$ cat src/rtl/pipe_stage_reg_pkg.sv
// pipe_stage_reg_pkg: lc3b control/data bundle types and the NOP control word for stage registers
package pipe_stage_reg_pkg;
  typedef struct packed {
    logic mem_read;
    logic mem_write;
    logic mem_byte;
    logic mem_pad;
  } lc3b_control_word_mem;
  typedef struct packed {
    logic regfile_mem;
    logic load_regfile;
    logic load_cc;
    logic wb_pad;
  } lc3b_control_word_wb;
  typedef logic [7:0] lc3b_ctrl_t;
  localparam lc3b_ctrl_t CTRL_NOP = '0;
  typedef struct packed {
    logic [2:0]  dest;
    logic [15:0] pc;
    logic [15:0] mar;
    logic [15:0] mdr;
    logic [12:0] offset;
  } lc3b_exmem_data_t;
  function automatic lc3b_ctrl_t pack_ctrl(input lc3b_control_word_mem mem, input lc3b_control_word_wb wb);
    return {mem, wb};
  endfunction
endpackage

$ cat src/rtl/pipe_stage_reg_skid_slot.sv
// pipe_skid_slot: one beat holding register (valid flag + ctrl/data) with load and clear
module pipe_skid_slot #(
  parameter int CTRL_W = 8,
  parameter int DATA_W = 64
) (
  input  logic              clk,
  input  logic              reset,
  input  logic              load,
  input  logic              clear,
  input  logic [CTRL_W-1:0] in_ctrl,
  input  logic [DATA_W-1:0] in_data,
  output logic              valid,
  output logic [CTRL_W-1:0] ctrl,
  output logic [DATA_W-1:0] data
);
  // load wins over clear so a simultaneous emit+accept keeps the pipe full
  always_ff @(posedge clk) begin
    if (reset) begin
      valid <= 1'b0;
      ctrl  <= '0;
      data  <= '0;
    end else if (load) begin
      valid <= 1'b1;
      ctrl  <= in_ctrl;
      data  <= in_data;
    end else if (clear) begin
      valid <= 1'b0;
    end
  end
endmodule

$ cat src/rtl/pipe_stage_reg.sv
// pipe_stage_reg: valid/ready inter-stage register with flush, gated ctrl and saturating stall counter; SKID_EN adds a skid slot with registered in_ready
module pipe_stage_reg
  import pipe_stage_reg_pkg::*;
#(
  parameter int CTRL_W = 8,
  parameter int DATA_W = 64,
  parameter int CNT_W  = 16
) (
  input  logic              clk,
  input  logic              reset,
  input  logic              flush,
  input  logic              in_valid,
  output logic              in_ready,
  input  logic [CTRL_W-1:0] in_ctrl,
  input  logic [DATA_W-1:0] in_data,
  output logic              out_valid,
  input  logic              out_ready,
  output logic [CTRL_W-1:0] out_ctrl,
  output logic [DATA_W-1:0] out_data,
  output logic [CNT_W-1:0]  stall_cnt
);
  logic              m_valid, emit, accept, m_load, m_clear;
  logic [CTRL_W-1:0] m_ctrl, m_in_ctrl;
  logic [DATA_W-1:0] m_in_data;
  assign emit = m_valid & out_ready;
  assign m_clear = flush | emit;
`ifdef SKID_EN
  logic              s_valid, s_load, s_clear, s_valid_next, ready_q;
  logic [CTRL_W-1:0] s_ctrl;
  logic [DATA_W-1:0] s_data;
  assign in_ready = ready_q;
  assign accept = in_valid & ready_q & ~flush;
  assign m_load = ~flush & ((emit & s_valid) | (accept & (~m_valid | emit)));
  assign m_in_ctrl = s_valid ? s_ctrl : in_ctrl;
  assign m_in_data = s_valid ? s_data : in_data;
  assign s_load = accept & m_valid & ~out_ready;
  assign s_clear = flush | emit;
  assign s_valid_next = s_load | (s_valid & ~s_clear);
  // in_ready is registered from next skid occupancy, breaking the out_ready->in_ready path
  always_ff @(posedge clk) begin
    if (reset) ready_q <= 1'b0;
    else ready_q <= ~s_valid_next;
  end
  pipe_skid_slot #(.CTRL_W(CTRL_W), .DATA_W(DATA_W)) u_skid (
    .clk(clk), .reset(reset), .load(s_load), .clear(s_clear),
    .in_ctrl(in_ctrl), .in_data(in_data),
    .valid(s_valid), .ctrl(s_ctrl), .data(s_data)
  );
`else
  assign in_ready = ~m_valid | out_ready | flush;
  assign accept = in_valid & in_ready & ~flush;
  assign m_load = accept;
  assign m_in_ctrl = in_ctrl;
  assign m_in_data = in_data;
`endif
  pipe_skid_slot #(.CTRL_W(CTRL_W), .DATA_W(DATA_W)) u_main (
    .clk(clk), .reset(reset), .load(m_load), .clear(m_clear),
    .in_ctrl(m_in_ctrl), .in_data(m_in_data),
    .valid(m_valid), .ctrl(m_ctrl), .data(out_data)
  );
  assign out_valid = m_valid;
  assign out_ctrl = m_valid ? m_ctrl : CTRL_W'(CTRL_NOP);
  // count stalled cycles, sticking at all-ones
  always_ff @(posedge clk) begin
    if (reset) stall_cnt <= '0;
    else if (m_valid & ~out_ready & ~flush & ~&stall_cnt) stall_cnt <= stall_cnt + CNT_W'(1);
  end
endmodule

$ cat config.mk
export PLATFORM = sky130hd
export DESIGN_NAME = pipe_stage_reg
export DESIGN_NICKNAME = d
export VERILOG_FILES = /design/src/rtl/pipe_stage_reg_pkg.sv /design/src/rtl/pipe_stage_reg_skid_slot.sv /design/src/rtl/pipe_stage_reg.sv
export SDC_FILE = /design/constraint.sdc
export NUM_CORES = 1
export LEC_CHECK = 0
export CAP_MARGIN = 20
export CORE_ASPECT_RATIO = 0.8
export CORE_MARGIN = 5
export CORE_UTILIZATION = 40
export CTS_CLUSTER_DIAMETER = 30
export CTS_CLUSTER_SIZE = 24
export DETAILED_ROUTE_END_ITERATION = 8
export PLACE_DENSITY_LB_ADDON = 0.25
export SETUP_SLACK_MARGIN = 0.05
export SLEW_MARGIN = 15
export SYNTH_ARGS = -nofsm -noshare
export SYNTH_HDL_FRONTEND = slang
export SYNTH_SLANG_ARGS = --single-unit
$ cat constraint.sdc
create_clock -name clk -period 4.3 [get_ports clk]
set_clock_uncertainty 0.2 [all_clocks]
set_input_delay 0.86 -clock clk [delete_from_list [all_inputs] [get_ports clk]]
set_output_delay 0.86 -clock clk [all_outputs]
set_load 0.005 [all_outputs]
==> impl_metrics.env, run 1 <==
export IMPL_synth_largest_area_cell="dfxtp_1"
export IMPL_synth_top_cell_area_share_pct=52.2
export IMPL_crit_fanout=9
export IMPL_track_usage_pct=19.3
export IMPL_die_area_mm2=0.0105
export IMPL_drt_pass1_iter_count=4
export IMPL_cp_slowest_cell="clkdlybuf4s50_1"
export IMPL_max_stage_delay_ns=0.47
export IMPL_worstSetupStartpointType="input pin"
export IMPL_syn_inst=429
export IMPL_p_leak_nw=1.91
export IMPL_path_clk_slew_ns=0.08
export IMPL_core_area_mm2=0.00841
export IMPL_dp_hpwl_mm=7.41
export IMPL_dp_cells=684
export IMPL_regArea_mm2=0.00178
export IMPL_htreeDepth=3
export IMPL_stdcell_count=700
export IMPL_synth_common_cells="nand2_1, dfxtp_1, a21oi_1"
export IMPL_cts_setup_buffers=0
export IMPL_met2_usage_pct=32.1
export IMPL_fin_crit_ns=3.42
export IMPL_die_w_um=113
export IMPL_grt_pass1_vias=3370
export IMPL_required_ns=3.24
export IMPL_crit_type="input pin to output port"
export IMPL_ioPinCount=167
export IMPL_synth_area_mm2=0.00341
export IMPL_synth_cell_type_count=34
export IMPL_die_h_um=92.6
export IMPL_synth_seq_area_share_pct=52.2
export IMPL_antenna_cells=0
export IMPL_crit_family="buffers and inverters"
export IMPL_grt_use_met1_pct=22.9
export IMPL_clk_latency_ns=0.35
export IMPL_final_min_period_over_clock_period_pct=79.6
export IMPL_max_freq_ghz=0.292
export IMPL_ys_seq_elements=89
export IMPL_synthArstFlopShare_pct=0
export IMPL_port_buffers=166
export IMPL_cts_hold_buf=0
export IMPL_dr_first_iter_drc_count=212
export IMPL_setup_viol=0
export IMPL_tightest_slew_ns=0.902
export IMPL_path_cells="clkdlybuf4s50_1, nor3b_4, inv_1, clkdlybuf4s50_1"
export IMPL_initial_core_util_pct=40.6
export IMPL_fillers=750
export IMPL_drv_cap=0
export IMPL_multi_input_area_mm2=0.00153
export IMPL_overflow=0
export IMPL_synth_edf_count=0
export IMPL_num_rows=30
export IMPL_wl_mm=10.2
export IMPL_finalHoldViolations=0
export IMPL_clock_sinks=89
export IMPL_fin_nets=661
export IMPL_power_density_mw_per_mm2=311
export IMPL_top_usage_layer="met2"
export IMPL_cp_data_arrival_time_ns=2.36
export IMPL_clockBufferDepth=2
export IMPL_grt_pass1_wl_mm=16.4
export IMPL_antenna_found_initial=0
export IMPL_place_congestion=0.869
export IMPL_vdd_drop_max_mv=0.204
export IMPL_crit_buf_inv=3
export IMPL_vias=3443
export IMPL_met3_usage_pct=9.01
export IMPL_ant_nets=0
export IMPL_via_per_inst=4.92
export IMPL_status="finished, final reports clean"
export IMPL_grt_start_max_net_pins=52
export IMPL_fin_util_pct=63.7
export IMPL_drive_gt1_share_pct=6.46
export IMPL_post_cts_resize_count=0
export IMPL_cts_buffers=9
export IMPL_max_slew_margin_rel_pct=39.9
export IMPL_cts_tree="done"
export IMPL_synthTopCellsByArea="dfxtp_1, nand2_1, a21oi_1"
export IMPL_synthMostInstantiatedCell="nand2_1"
export IMPL_yosys_warnings=0
export IMPL_cpMostUsedCell="clkdlybuf4s50_1"
export IMPL_cts_root_buf="clkbuf_8"
export IMPL_final_max_slew_viol_count=0
export IMPL_tns_ns=0
export IMPL_routedWlPerCell_um=14.6
export IMPL_hp_class="register to register"
export IMPL_endpoint_kind="output port"
export IMPL_syn_avg_cell_area_um2=7.96
export IMPL_syn2layout_area_growth_pct=56.9
export IMPL_power_w=0.00167
export IMPL_synthFlopType="dfxtp_1"
export IMPL_rsz0062_at_grt="no"
export IMPL_drc=0
export IMPL_syn_nets=507
-- state kept, by name (all words and copies together) (netlist names) --
register	flops
u_main.data	64
stall_cnt	16
u_main.ctrl	8
u_main.valid	1
-- power breakdown --
| group | internal [W] | switching (W) | leakage, nW |
|---|---|---|---|
| Sequential | 0.000856 | 0.0000167 | 0.725 |
| Clock | 0.000271 | 0.000306 | 0.0929 |
| Combinational | 0.000133 | 0.0000848 | 1.09 |
-- area by class of cell --
| type | instances | area share [%] |
|---|---|---|
| flip-flops and latches | 89 | 33.2 |
| repair buffers | 171 | 31.8 |
| multi-input cells | 310 | 28.5 |
| well taps | 112 | 2.61 |
| clock buffers | 10 | 2.38 |
| clock inverters | 6 | 1.26 |
| inverters | 2 | 0.140 |
-- through the flow --
stage                     setup slack (ns)  hold slack (ns)  cell area (um2)
after floorplan                       1.93            0.232             3410
after global placement               0.932            0.238             5160
after detailed placement             0.917            0.242             5160
after CTS                            0.903            0.254             5360
after global routing                 0.793            0.270             5360
final                                0.876            0.250             5360
-- cell families (layout without fill, tap and decap cells) --
group,count (synthesis),count (layout),synth area share (%)
and+or+nand+nor,205,205,27.1
AOI/OAI and AO/OA,99,99,15.4
DFF,89,89,52.2
buffers and inverters,30,189,3.37
muxes,5,5,1.61
adders and majority gates,1,1,0.366
-- layout by cell type, fill, tap and decap left out, drive strengths merged, types with 3 or more instances in the layout --
master           n
a21oi           85
and2             8
buf              6
clkbuf          10
clkdlybuf4s50  165
dfxtp           89
inv              3
mux2             4
nand2          154
nand3            6
nand4            6
nor2             6
nor2b            5
nor4             3
o21ai            5
o31ai            4
or3              4
or4              4
-- final timing paths --
kind | startpoint | endpoint | slack [ns] | cells past startpoint
max | out_ready | in_ready | 0.88 | 4
min reg2reg | u_main.ctrl[7] | u_main.ctrl[7] | 0.25 | 2
max reg2reg | u_main.valid | u_main.data[29] | 2.02 | 5
min | u_main.ctrl[7] | u_main.ctrl[7] | 0.25 | 2
-- tightest hold or removal path: cells and delay by family (launching register included) --
family          cells  cell delay, ns
compound gates      1            0.05
simple gates        1            0.05
flops               1            0.31
-- per-layer routing --
layer | share of wire (%) | wire (um) | up-vias
li1 | - | - | 1737
met1 | 44 | 4480 | 1574
met2 | 46 | 4700 | 122
met3 | 9.3 | 949 | 10
met4 | 0.93 | 95 | 0
met5 | 0 | 0 | -
No activity file was read; power rests on OpenSTA's default activity.
==> run 2: changes to the inputs <==
==> constraint.sdc (replaced) <==
create_clock -name clk -period 3.5 [get_ports clk]
set_clock_uncertainty 0.2 [all_clocks]
set_input_delay 0.7 -clock clk [delete_from_list [all_inputs] [get_ports clk]]
set_output_delay 0.7 -clock clk [all_outputs]
set_load 0.005 [all_outputs]
==> run 2 against run 1 <==
  * Clock power up 25%
  * Die area is the same
  * Non-clock buffer count is 1 higher
  * First-iteration DRC count is 3.8% higher
  * Hold slack improved by 0.0050 ns
  * Flip-flop and latch count did not move
  * Highest routed layer unchanged
  * Global-route usage shrank 0.46 points
==> impl_metrics.env, run 2 (synthesized netlist as in run 1, its figures left out) <==
export IMPL_cts_tree="done"
export IMPL_finalHoldViolations=0
export IMPL_min_to="u_main.data[46]"
export IMPL_tightest_slew_ns=0.768
export IMPL_cts_root_buf="clkbuf_8"
export IMPL_endpoint_kind="output port"
export IMPL_cts_buffers=9
export IMPL_place_congestion=0.841
export IMPL_post_cts_resize_count=0
export IMPL_wl_mm=9.97
export IMPL_tns_ns=0
export IMPL_cts_setup_buffers=0
export IMPL_met2WireLength_mm=4.57
export IMPL_worstSetupStartpointType="input pin"
export IMPL_p_sw_share_pct=24.5
export IMPL_htreeDepth=3
export IMPL_drc=0
export IMPL_power_density_mw_per_mm2=383
export IMPL_setup_viol=0
export IMPL_required_ns=2.60
export IMPL_p_leak_nw=1.92
export IMPL_r2r_slack_ns=1.30
export IMPL_syn2layout_area_growth_pct=57.7
export IMPL_r2r_end="stall_cnt[0]"
export IMPL_top_regs="u_main.data: 64 flops, stall_cnt: 16 flops, u_main.ctrl: 8 flops"
export IMPL_num_rows=30
export IMPL_dpl_worst_slack_ns=0.676
export IMPL_initial_core_util_pct=40.6
export IMPL_die_h_um=92.6
export IMPL_die_area_mm2=0.0105
export IMPL_final_cell_mix="clkdlybuf4s50_1, nand2_1, dfxtp_1"
export IMPL_final_max_slew_viol_count=0
export IMPL_regMostFlops="u_main.data"
export IMPL_grt_pass1_wl_mm=16.0
export IMPL_wirelength_met1_mm=4.30
export IMPL_max_stage_delay_ns=0.47
export IMPL_drive_gt1_share_pct=6.62
export IMPL_ant_nets=0
export IMPL_p_switching_w=0.000505
export IMPL_fin_area_mm2=0.00539
export IMPL_setup_ws_ns=0.677
export IMPL_cpMostUsedCell="clkdlybuf4s50_1"
export IMPL_max_slew_margin_rel_pct=48.8
export IMPL_grt_pass1_vias=3205
export IMPL_p_clk_share_pct=35.0
export IMPL_antenna_cells=0
export IMPL_placed_cell_area_mm2=0.00518
export IMPL_internal_power_w=0.00156
export IMPL_via_per_inst=4.94
export IMPL_largest_reg_flops=64
export IMPL_reg2reg_from="stall_cnt[0]"
export IMPL_crit_fanout=3
export IMPL_final_min_period_over_clock_period_pct=80.7
export IMPL_power_w=0.00206
export IMPL_die_w_um=113
export IMPL_fin_nets=662
export IMPL_dr_first_iter_drc_count=220
export IMPL_drv_cap=0
export IMPL_clock_sinks=89
export IMPL_hold_ws_ns=0.255
export IMPL_port_buffers=166
export IMPL_status="finished, final reports clean"
export IMPL_clk_latency_ns=0.35
export IMPL_seqPwrFrac_pct=52.0
export IMPL_top_layer_used="met4"
export IMPL_antenna_found_initial=0
export IMPL_p_comb_share_pct=13.0
export IMPL_reg2reg_depth=5
export IMPL_routedWlPerCell_um=14.2
export IMPL_path_clk_slew_ns=0.08
export IMPL_hold_path_depth=2
export IMPL_cp_data_arrival_time_ns=1.92
export IMPL_ioPinCount=167
export IMPL_cp_slowest_cell="clkdlybuf4s50_1"
export IMPL_clockBufferDepth=2
export IMPL_vias=3462
export IMPL_wl_met3_mm=1.06
export IMPL_grt_start_max_net_pins=56
export IMPL_overflow=0
export IMPL_crit_type="input pin to output port"
export IMPL_hold_start="u_main.data[46]"
export IMPL_drt_pass1_iter_count=4
export IMPL_track_usage_pct=18.9
export IMPL_vdd_drop_max_mv=0.211
export IMPL_cts_hold_buf=0
export IMPL_mostFrequentLayoutCell="clkdlybuf4s50_1"
export IMPL_path_cells="clkdlybuf4s50_1, nor3b_4, inv_1, clkdlybuf4s50_1"
export IMPL_fin_crit_ns=2.82
export IMPL_rsz0062_at_grt="no"
export IMPL_hp_class="register to register"
export IMPL_max_freq_ghz=0.354
export IMPL_dp_hpwl_mm=7.26
export IMPL_core_area_mm2=0.00841
==> run 2: per-layer routing <==
metal	vias up	track usage, %
li1	1743	-
met2	137	30.3
met1	1578	23.1
met4	0	4.00
met5	-	0
met3	4	9.14
==> run 2: final cells by class <==
class | instances | area, um2
fillers | 743 | 3020
flip-flops and latches | 89 | 1780
repair buffers | 172 | 1730
multi-input cells | 310 | 1530
well taps | 112 | 140
clock buffers | 10 | 128
clock inverters | 6 | 73.8
inverters | 2 | 7.51
==> run 2: per-stage QoR <==
stage          instances  utilization (%)
3_5_place_dp         685             61.7
3_3_place_gp         685             61.7
5_1_grt              701             64.0
4_1_cts              701             64.0
2_1_floorplan        429                -
6_report             701             64.0
==> run 2: how the worst max path moves through the flow <==
stage	from	to	slack (ns)	depth (start not counted)
after floorplan	out_ready	stall_cnt[15]	1.38	4
after global placement	out_ready	in_ready	0.70	4
after detailed placement	out_ready	in_ready	0.68	4
after CTS	out_ready	in_ready	0.67	4
after global routing	out_ready	in_ready	0.62	4
final	out_ready	in_ready	0.68	4
==> run 2: power by group through the flow <==
stage | Clock (W) | Combinational (W) | Sequential (W)
floorplan | 0 | 0.0000846 | 0.00110
global placement | 0 | 0.000268 | 0.00109
detailed placement | 0 | 0.000271 | 0.00110
CTS | 0.000746 | 0.000273 | 0.00107
global route | 0.000804 | 0.000293 | 0.00108
finish | 0.000721 | 0.000269 | 0.00107
==> run 2: worst max-delay path: cells and delay by family <==
| kind | cells | cell delay, ns |
|---|---|---|
| buffers and inverters | 3 | 1.01 |
| and+or+nand+nor | 1 | 0.21 |
==> run 3: changes to the inputs <==
==> constraint.sdc (replaced) <==
create_clock -name clk -period 2.65 [get_ports clk]
set_clock_uncertainty 0.2 [all_clocks]
set_input_delay 0.53 -clock clk [delete_from_list [all_inputs] [get_ports clk]]
set_output_delay 0.53 -clock clk [all_outputs]
set_load 0.005 [all_outputs]
==> run 3 against run 2 <==
  * Global-route usage grew 0.098 points
  * Hold slack gained 0.00059 ns
  * Utilization grew 0.10 points
  * Highest routed layer unchanged
  * Sequential power grew 32%
  * Critical path depth is the same
==> impl_metrics.env, run 3 (synthesized netlist as in run 1, its figures left out) <==
export IMPL_required_ns=1.92
export IMPL_power_density_mw_per_mm2=490
export IMPL_hold_start="u_main.ctrl[3]"
export IMPL_drt_pass1_iter_count=4
export IMPL_vias=3437
export IMPL_port_buffers=166
export IMPL_dp_cells=688
export IMPL_drive_gt1_share_pct=7.26
export IMPL_cp_data_arrival_time_ns=1.74
export IMPL_grt_pass1_wl_mm=16.2
export IMPL_cts_setup_buffers=0
export IMPL_final_cell_mix="clkdlybuf4s50_1, nand2_1, dfxtp_1"
export IMPL_regArea_mm2=0.00178
export IMPL_seqPwrFrac_pct=53.5
export IMPL_dr_first_iter_drc_count=190
export IMPL_cts_buffers=9
export IMPL_largest_reg_flops=64
export IMPL_setup_ws_ns=0.176
export IMPL_hp_class="register to register"
export IMPL_fin_crit_ns=2.47
export IMPL_clock_sinks=89
export IMPL_rsz0062_at_grt="no"
export IMPL_antenna_found_initial=0
export IMPL_dp_hpwl_mm=7.52
export IMPL_routedWlPerCell_um=14.5
export IMPL_htreeDepth=3
export IMPL_path_clk_slew_ns=0.09
export IMPL_place_congestion=0.815
export IMPL_setup_viol=0
export IMPL_drc=0
export IMPL_reg2reg_depth=5
export IMPL_crit_fanout=3
export IMPL_overflow=0
export IMPL_max_freq_ghz=0.404
export IMPL_via_per_inst=4.88
export IMPL_multi_input_area_mm2=0.00153
export IMPL_cts_hold_buf=0
export IMPL_max_slew_margin_rel_pct=64.1
export IMPL_worstSetupStartpointType="input pin"
export IMPL_finalHoldViolations=0
export IMPL_endpoint_kind="output port"
export IMPL_p_leak_nw=1.93
export IMPL_track_usage_pct=19.0
export IMPL_hold_path_depth=2
export IMPL_clockBufferDepth=2
export IMPL_crit_type="input pin to output port"
export IMPL_ant_nets=0
export IMPL_dpl_worst_slack_ns=0.158
export IMPL_status="finished, final reports clean"
export IMPL_core_area_mm2=0.00841
export IMPL_p_comb_share_pct=13.6
export IMPL_top_regs="u_main.data: 64 flops, stall_cnt: 16 flops, u_main.ctrl: 8 flops"
export IMPL_syn2layout_area_growth_pct=58.0
export IMPL_tns_ns=0
export IMPL_cts_root_buf="clkbuf_8"
export IMPL_vdd_drop_max_mv=0.337
export IMPL_p_clk_share_pct=32.9
export IMPL_num_rows=30
export IMPL_final_max_slew_viol_count=0
export IMPL_p_sw_share_pct=25.0
export IMPL_regMostFlops="u_main.data"
export IMPL_fillers=775
export IMPL_cts_tree="done"
export IMPL_grt_start_max_net_pins=56
export IMPL_die_w_um=113
export IMPL_final_min_period_over_clock_period_pct=93.4
export IMPL_p_switching_w=0.000661
export IMPL_reg2reg_from="stall_cnt[0]"
export IMPL_post_cts_resize_count=0
export IMPL_tightest_slew_ns=0.539
export IMPL_stdcell_count=704
export IMPL_drv_cap=0
export IMPL_die_h_um=92.6
export IMPL_grt_pass1_vias=3324
export IMPL_die_area_mm2=0.0105
export IMPL_wl_mm=10.2
export IMPL_ioPinCount=167
export IMPL_internal_power_w=0.00198
export IMPL_mostFrequentLayoutCell="clkdlybuf4s50_1"
export IMPL_clk_latency_ns=0.35
export IMPL_startpoint="out_ready"
export IMPL_initial_core_util_pct=40.6
export IMPL_fin_nets=665
export IMPL_antenna_cells=0
run 3: cell count changes in the layout (fill, tap and decap cells not counted), sizes merged:
cell and delta:
inv -1, buf +3, clkinv +2, bufinv -1
run 3: through the flow:
stage,total power [W],util [%],cell area (um2),hold WS (ns)
2_1_floorplan,0.00156,-,3410,0.232
3_3_place_gp,0.00180,61.9,5210,0.238
3_5_place_dp,0.00181,61.9,5210,0.245
4_1_cts,0.00269,64.2,5390,0.257
5_1_grt,0.00277,64.2,5390,0.280
6_report,0.00264,64.2,5390,0.256
run 3: metal layers:
| layer | GRT usage [%] | part of all wire (%) |
|---|---|---|
| met4 | 5.31 | 1.2 |
| met1 | 23.0 | 43 |
| met3 | 8.23 | 9.6 |
| met5 | 0 | 0 |
| met2 | 30.8 | 46 |
run 3: critical path, stage by stage:
cell	delay, ns
clkdlybuf4s50_1	0.46
nor3b_4	0.21
inv_1	0.09
clkdlybuf4s50_1	0.45
run 3: area by class of cell:
type                            count  share of cell area, %
Clock buffer                       10                   2.55
Clock inverter                      6                  0.928
Tap cell                          112                   2.60
Inverter                            2                  0.139
Timing Repair Buffer              175                   32.4
Multi-Input combinational cell    310                   28.3
Sequential cell                    89                   33.0
run 3: final timing paths:
| kind | slack (ns) | to |
|---|---|---|
| max | 0.18 | in_ready |
| min | 0.26 | u_main.ctrl[3] |
| max reg2reg | 0.42 | stall_cnt[0] |
| min reg2reg | 0.26 | u_main.ctrl[3] |
run 3: power groups by stage:
stage          logic (W)  clock network, W  registers (W)
5_1_grt         0.000391          0.000959        0.00142
3_3_place_gp    0.000356                 0        0.00144
4_1_cts         0.000363          0.000907        0.00142
2_1_floorplan   0.000112                 0        0.00145
6_report        0.000359          0.000871        0.00141
3_5_place_dp    0.000361                 0        0.00145
==> edit 1 (settings of run 3) <==
The option `SKID_EN` is turned on by a define.
--- a/src/rtl/pipe_stage_reg.sv
+++ b/src/rtl/pipe_stage_reg.sv
@@ -1,4 +1,6 @@
 // pipe_stage_reg: valid/ready inter-stage register with flush, gated ctrl and saturating stall counter; SKID_EN adds a skid slot with registered in_ready
+`define SKID_EN
+
 module pipe_stage_reg
   import pipe_stage_reg_pkg::*;
 #(
Formal check against the unedited RTL: not equivalent (Yosys sat finds a counterexample within 4 cycles, from zero or initial values and one cycle with reset high).
==> edit 1 against run 3 <==
  * Total power is 100% higher
  * Routed wire length is 68% higher
  * Count of clock-buffer cells in the layout is 7 higher
  * Critical path depth is 1 lower
  * Sequential cell count is 74 higher
  * Design area is 72% higher
  * Worst setup slack better by 28 ps
  * Cell count is 62% higher
  * Global-route usage is 1.3 points lower
  * Synthesized area is 91% higher
  * Clock power grew to 2.7 times the old value
  * Fmax is 1.2% higher
  * Sequential share of layout area is 2.2 points higher
==> edit 1: results (changes against run 3) <==
| Metric | Value |
|---|---|
| Status | finished clean |
| Actual slew at the worst max-slew pin | 558.4 ps (+19.87 ps) |
| Fraction of layout cells with a size suffix above 1 | 8.522% (+1.3 points) |
| Multi-input gates | 527 (+70%) |
| Vias in the first global route | 5318 (+60%) |
| Worst hold slack | 253.7 ps (-1.844 ps) |
| Reg-to-reg endpoint | stall_cnt[15]$_SDFFE_PP0P_ |
| Syn_area_per_cell | 8.685 um^2 (+9.1%) |
| Hold Crit Start | u_skid.ctrl[3]$_SDFFE_PP0P_ |
| Htree depth | 4 (+1) |
| DR iter-0 viols | 357 (+88%) |
| CP max FO | 16 (+13) |
| Placed cell areas | 0.008710 mm^2 (+67%) |
| Routability cong. | 0.8202 (+0.59%) |
| Number of clock sinks | 163 (+83%) |
| Signal buffers | 203 (+16%) |
| CP arrival | 1720 ps (-20 ps) |
| Period utilization | 92.29% (-1.1 points) |
| Final nets | 992 (+49%) |
| GRT Total Usage | 17.70% (-1.3 points) |
| Clk_lat worst skew | 420 ps (+70 ps) |
| DR WL/cell | 15.04 um (+3.6%) |
| Setup WS pre-CTS | -229.3 ps (-387.4 ps) |
| Clock-cell share of area | 6.021% (+2.5 points) |
| Largest regs | u_main.data (64), u_skid.data (64), stall_cnt (16) |
| Leakage | 2.946 nW (+53%) |
| Clock-pin slew of the registers on the worst-case setup and hold paths | 60 ps (-30 ps) |
| Critical path startpoint category | register |
| Global-route wire length before repair | 27650 um (+71%) |
| Root Buffer | clkbuf_16 |
| Multi-input combinational cell area | 0.003067 mm^2 (+100%) |
| Vias | 5735 (+67%) |
| Sequential power | 2.55 mW (+81%) |
| Netlist cell types | 32 (-5.9%) |
| Switching Share | 23.69% (-1.3 points) |
| Layout non-clock buf frac | 22.65% (-9.8 points) |
| Peak VDD IR | 0.0004061 V (+21%) |
| CP endpoint | out_ctrl[4] |
| Clk pwr share | 43.5% (+11 points) |
| Fillers | 1425 (+84%) |
| Largest stage delay on the critical path | 530 ps (+70 ps) |
| Hold Path End | u_skid.ctrl[3]$_SDFFE_PP0P_ |
| Pre-antenna DRT Iters | 5 (+1) |
| Area contributors post-synth | dfxtp_1 (50%), mux2i_1 (11%), nand2_1 (8.7%) |
| Initial antenna violation count | 1 (+1) |
## edit 1: changes by cell type after synthesis, moves of 3 or more
cell and delta:
o31ai_1 +5, buf_1 +6, and2_1 +8, dfxtp_1 +74, mux2i_1 +72, or4_1 +4, nor2_1 +73, nand2_1 -3
a211oi_1 +75, and2_2 -8, clkbuf_1 +27
## edit 1: kinds of logic after synthesis
logic type	after synthesis	share of synthesized area, %
buffers and inverters	61	3.510
AOI/OAI and AO/OA	175	16.78
muxes	75	11.55
DFF	163	50.03
adders and majority gates	1	0.1918
and+or+nand+nor	276	17.94
## edit 1: through the flow
step	power [mW]	util, %
floorplan	2.772	-
global placement	3.085	54.77
detailed placement	3.088	54.77
CTS	5.438	58.28
global route	5.568	58.28
finish	5.367	58.28
## edit 1: per-layer routing
| layer | track usage [%] | part of all wire [%] |
|---|---|---|
| met5 | 0 | 0.064 |
| met4 | 4.872 | 1.0 |
| met3 | 6.669 | 7.2 |
| met2 | 27.23 | 44 |
| met1 | 23.35 | 47 |
==> edit 2 (settings of run 3) <==
Without the edit above. Register the output `stall_cnt` once more, without a reset; this adds one clock of latency there. The other outputs are not delayed to match.
--- a/src/rtl/pipe_stage_reg.sv
+++ b/src/rtl/pipe_stage_reg.sv
@@ -19,6 +19,8 @@
   output logic [DATA_W-1:0] out_data,
   output logic [CNT_W-1:0]  stall_cnt
 );
+
+  logic [CNT_W-1:0] stall_cnt_s0;
   logic              m_valid, emit, accept, m_load, m_clear;
   logic [CTRL_W-1:0] m_ctrl, m_in_ctrl;
   logic [DATA_W-1:0] m_in_data;
@@ -62,8 +64,12 @@
   assign out_ctrl = m_valid ? m_ctrl : CTRL_W'(CTRL_NOP);
   // count stalled cycles, sticking at all-ones
   always_ff @(posedge clk) begin
-    if (reset) stall_cnt <= '0;
-    else if (m_valid & ~out_ready & ~flush & ~&stall_cnt) stall_cnt <= stall_cnt + CNT_W'(1);
+    if (reset) stall_cnt_s0 <= '0;
+    else if (m_valid & ~out_ready & ~flush & ~&stall_cnt_s0) stall_cnt_s0 <= stall_cnt_s0 + CNT_W'(1);
   end
+  always_ff @(posedge clk) begin
+    stall_cnt <= stall_cnt_s0;
+  end
+
 endmodule
 
Behaviour: not the same (a bounded check fails within 4 cycles, from zero or initial values and one cycle with reset high).
==> edit 2 against run 3 <==
  * Synthesized area rose by 11%
  * Routed wire length increased by 0.64%
  * Synthesized cell count up 4.9%
  * Register-to-register slack improved by 40 ps
  * Design area up 7.8%
  * Total power increased by 20%
  * Sequential cell count is 16 higher
  * Worst setup slack worse by 39 ps
==> edit 2: results (changes against run 3) <==
| Metric | Value |
|---|---|
| Actual slew at the worst max-slew pin | 571.0 ps (+32.40 ps) |
| Netlist cell types | 33 (-2.9%) |
| Largest regs | u_main.data (64), stall_cnt (16), stall_cnt_s0 (16) |
| Post_cts resized | 0 (unchanged) |
| DR WL/cell | 14.21 um (-2.1%) |
| CP arrival | 1780 ps (+40 ps) |
| Fillers | 750 (-3.2%) |
| Htree depth | 3 (unchanged) |
| Mux share of post-synthesis cell area | 3.531% (+1.9 points) |
| Global-route wire length before repair | 17020 um (+5.3%) |
| Final HPWL DP | 7445 um (-0.97%) |
| Diode count | 0 (unchanged) |
| GRT Total Usage | 17.81% (-1.2 points) |
| Fraction of layout cells with a size suffix above 1 | 7.225% (-0.039 points) |
| Synth cell count leaders | nand2_1 (152), dfxtp_1 (105), a21oi_1 (81), clkbuf_1 (27), nor2b_1 (13) |
| Hold Crit Start | stall_cnt_s0[11]$_SDFFE_PP0P_ |
| Sequential share of the synthesized area | 55.45% (+3.3 points) |
| Status | finished clean |
| CP max FO | 5 (+2) |
| Vias in the first global route | 3536 (+6.4%) |
| Clk_lat worst skew | 330 ps (-20 ps) |
| Worst R2R Start | stall_cnt_s0[6]$_SDFFE_PP0P_ |
| Post-synthesis compound-gate area fraction | 12.61% (-2.7 points) |
| Post-Synth Adder-Cell Area | 0.3300% (-0.036 points) |
| Post-synth net total | 528 (+4.1%) |
| Setup WS pre-CTS | 59.45 ps (-98.58 ps) |
| Final nets | 682 (+2.6%) |
| Pin count of the biggest net entering global routing | 73 (+30%) |
| Vias per cell | 4.796 (-1.8%) |
| Routability cong. | 0.7372 (-9.6%) |
| Leakage | 2.133 nW (+11%) |
| DR iter-0 viols | 196 (+3.2%) |
| Root Buffer | clkbuf_16 |
| Peak VDD IR | 0.0003585 V (+6.5%) |
| Area contributors post-synth | dfxtp_1 (55%), nand2_1 (15%), a21oi_1 (11%) |
| Clock-pin slew of the registers on the worst-case setup and hold paths | 60 ps (-30 ps) |
[edit 2: changes by cell type after synthesis, sizes merged, moves of 3 or more]
| cell | change |
|---|---|
| o21ai | -5 |
| mux2 | +7 |
| dfxtp | +16 |
| or4 | -3 |
| o31ai | -3 |
| a211oi | +4 |
| nor2 | +6 |
| nand4 | -3 |
| a21oi | -4 |
| nor2b | +8 |
| and3 | +4 |
[edit 2: metal layers]
layer  vias up  global-route usage (%)  wire length, um
met3        10                   8.847             1006
li1       1783                       -                -
met2       102                   30.31             4954
met1      1577                   19.76             4219
met5         -                       0                0
met4         0                   4.809              107
[edit 2: cells by family (layout without fill, tap and decap cells)]
family                   Yosys count  after routing
buffers and inverters             31            190
multiplexers                      12             12
adder cells (fa/ha/maj)            1              1
AO/OA/AOI/OAI                     89             89
flip-flops                       105            105
AND/OR/NAND/NOR                  212            212
[edit 2: layout make-up]
type | count | area share, %
clock buffers | 12 | 4.065
clock inverters | 4 | 0.3442
inverters | 3 | 0.1936
multi-input cells | 314 | 27.19
flip-flops and latches | 105 | 36.14
well taps | 115 | 2.474
repair buffers | 171 | 29.60
[edit 2: stage by stage]
stage,cell area (um^2),util [%],cells,total power [mW]
floorplan,3791,-,450,1.810
CTS,5817,63.55,724,3.235
finish,5817,63.55,724,3.187
detailed placement,5560,60.74,708,2.057
global route,5817,63.55,724,3.329
global placement,5560,60.74,708,2.048
[edit 2: worst max-delay path, stage by stage]
cell and delay (ps):
clkdlybuf4s50_1 470, nor3b_4 240, inv_2 80, clkdlybuf4s50_1 470
[edit 2: where the power goes]
part | internal, mW | total, mW | switching [mW]
sequential | 1.63 | 1.66 | 0.0271
combinational | 0.220 | 0.360 | 0.140
clock | 0.631 | 1.17 | 0.538
[edit 2: worst paths after layout]
path,endpoint,slack [ps],depth (start not counted)
worst min register to register,stall_cnt[11]$_DFF_P_,170,0
worst max register to register,stall_cnt_s0[15]$_SDFFE_PP0P_,460,4
worst max-delay path,in_ready,140,4
worst min-delay path,stall_cnt[11]$_DFF_P_,170,0
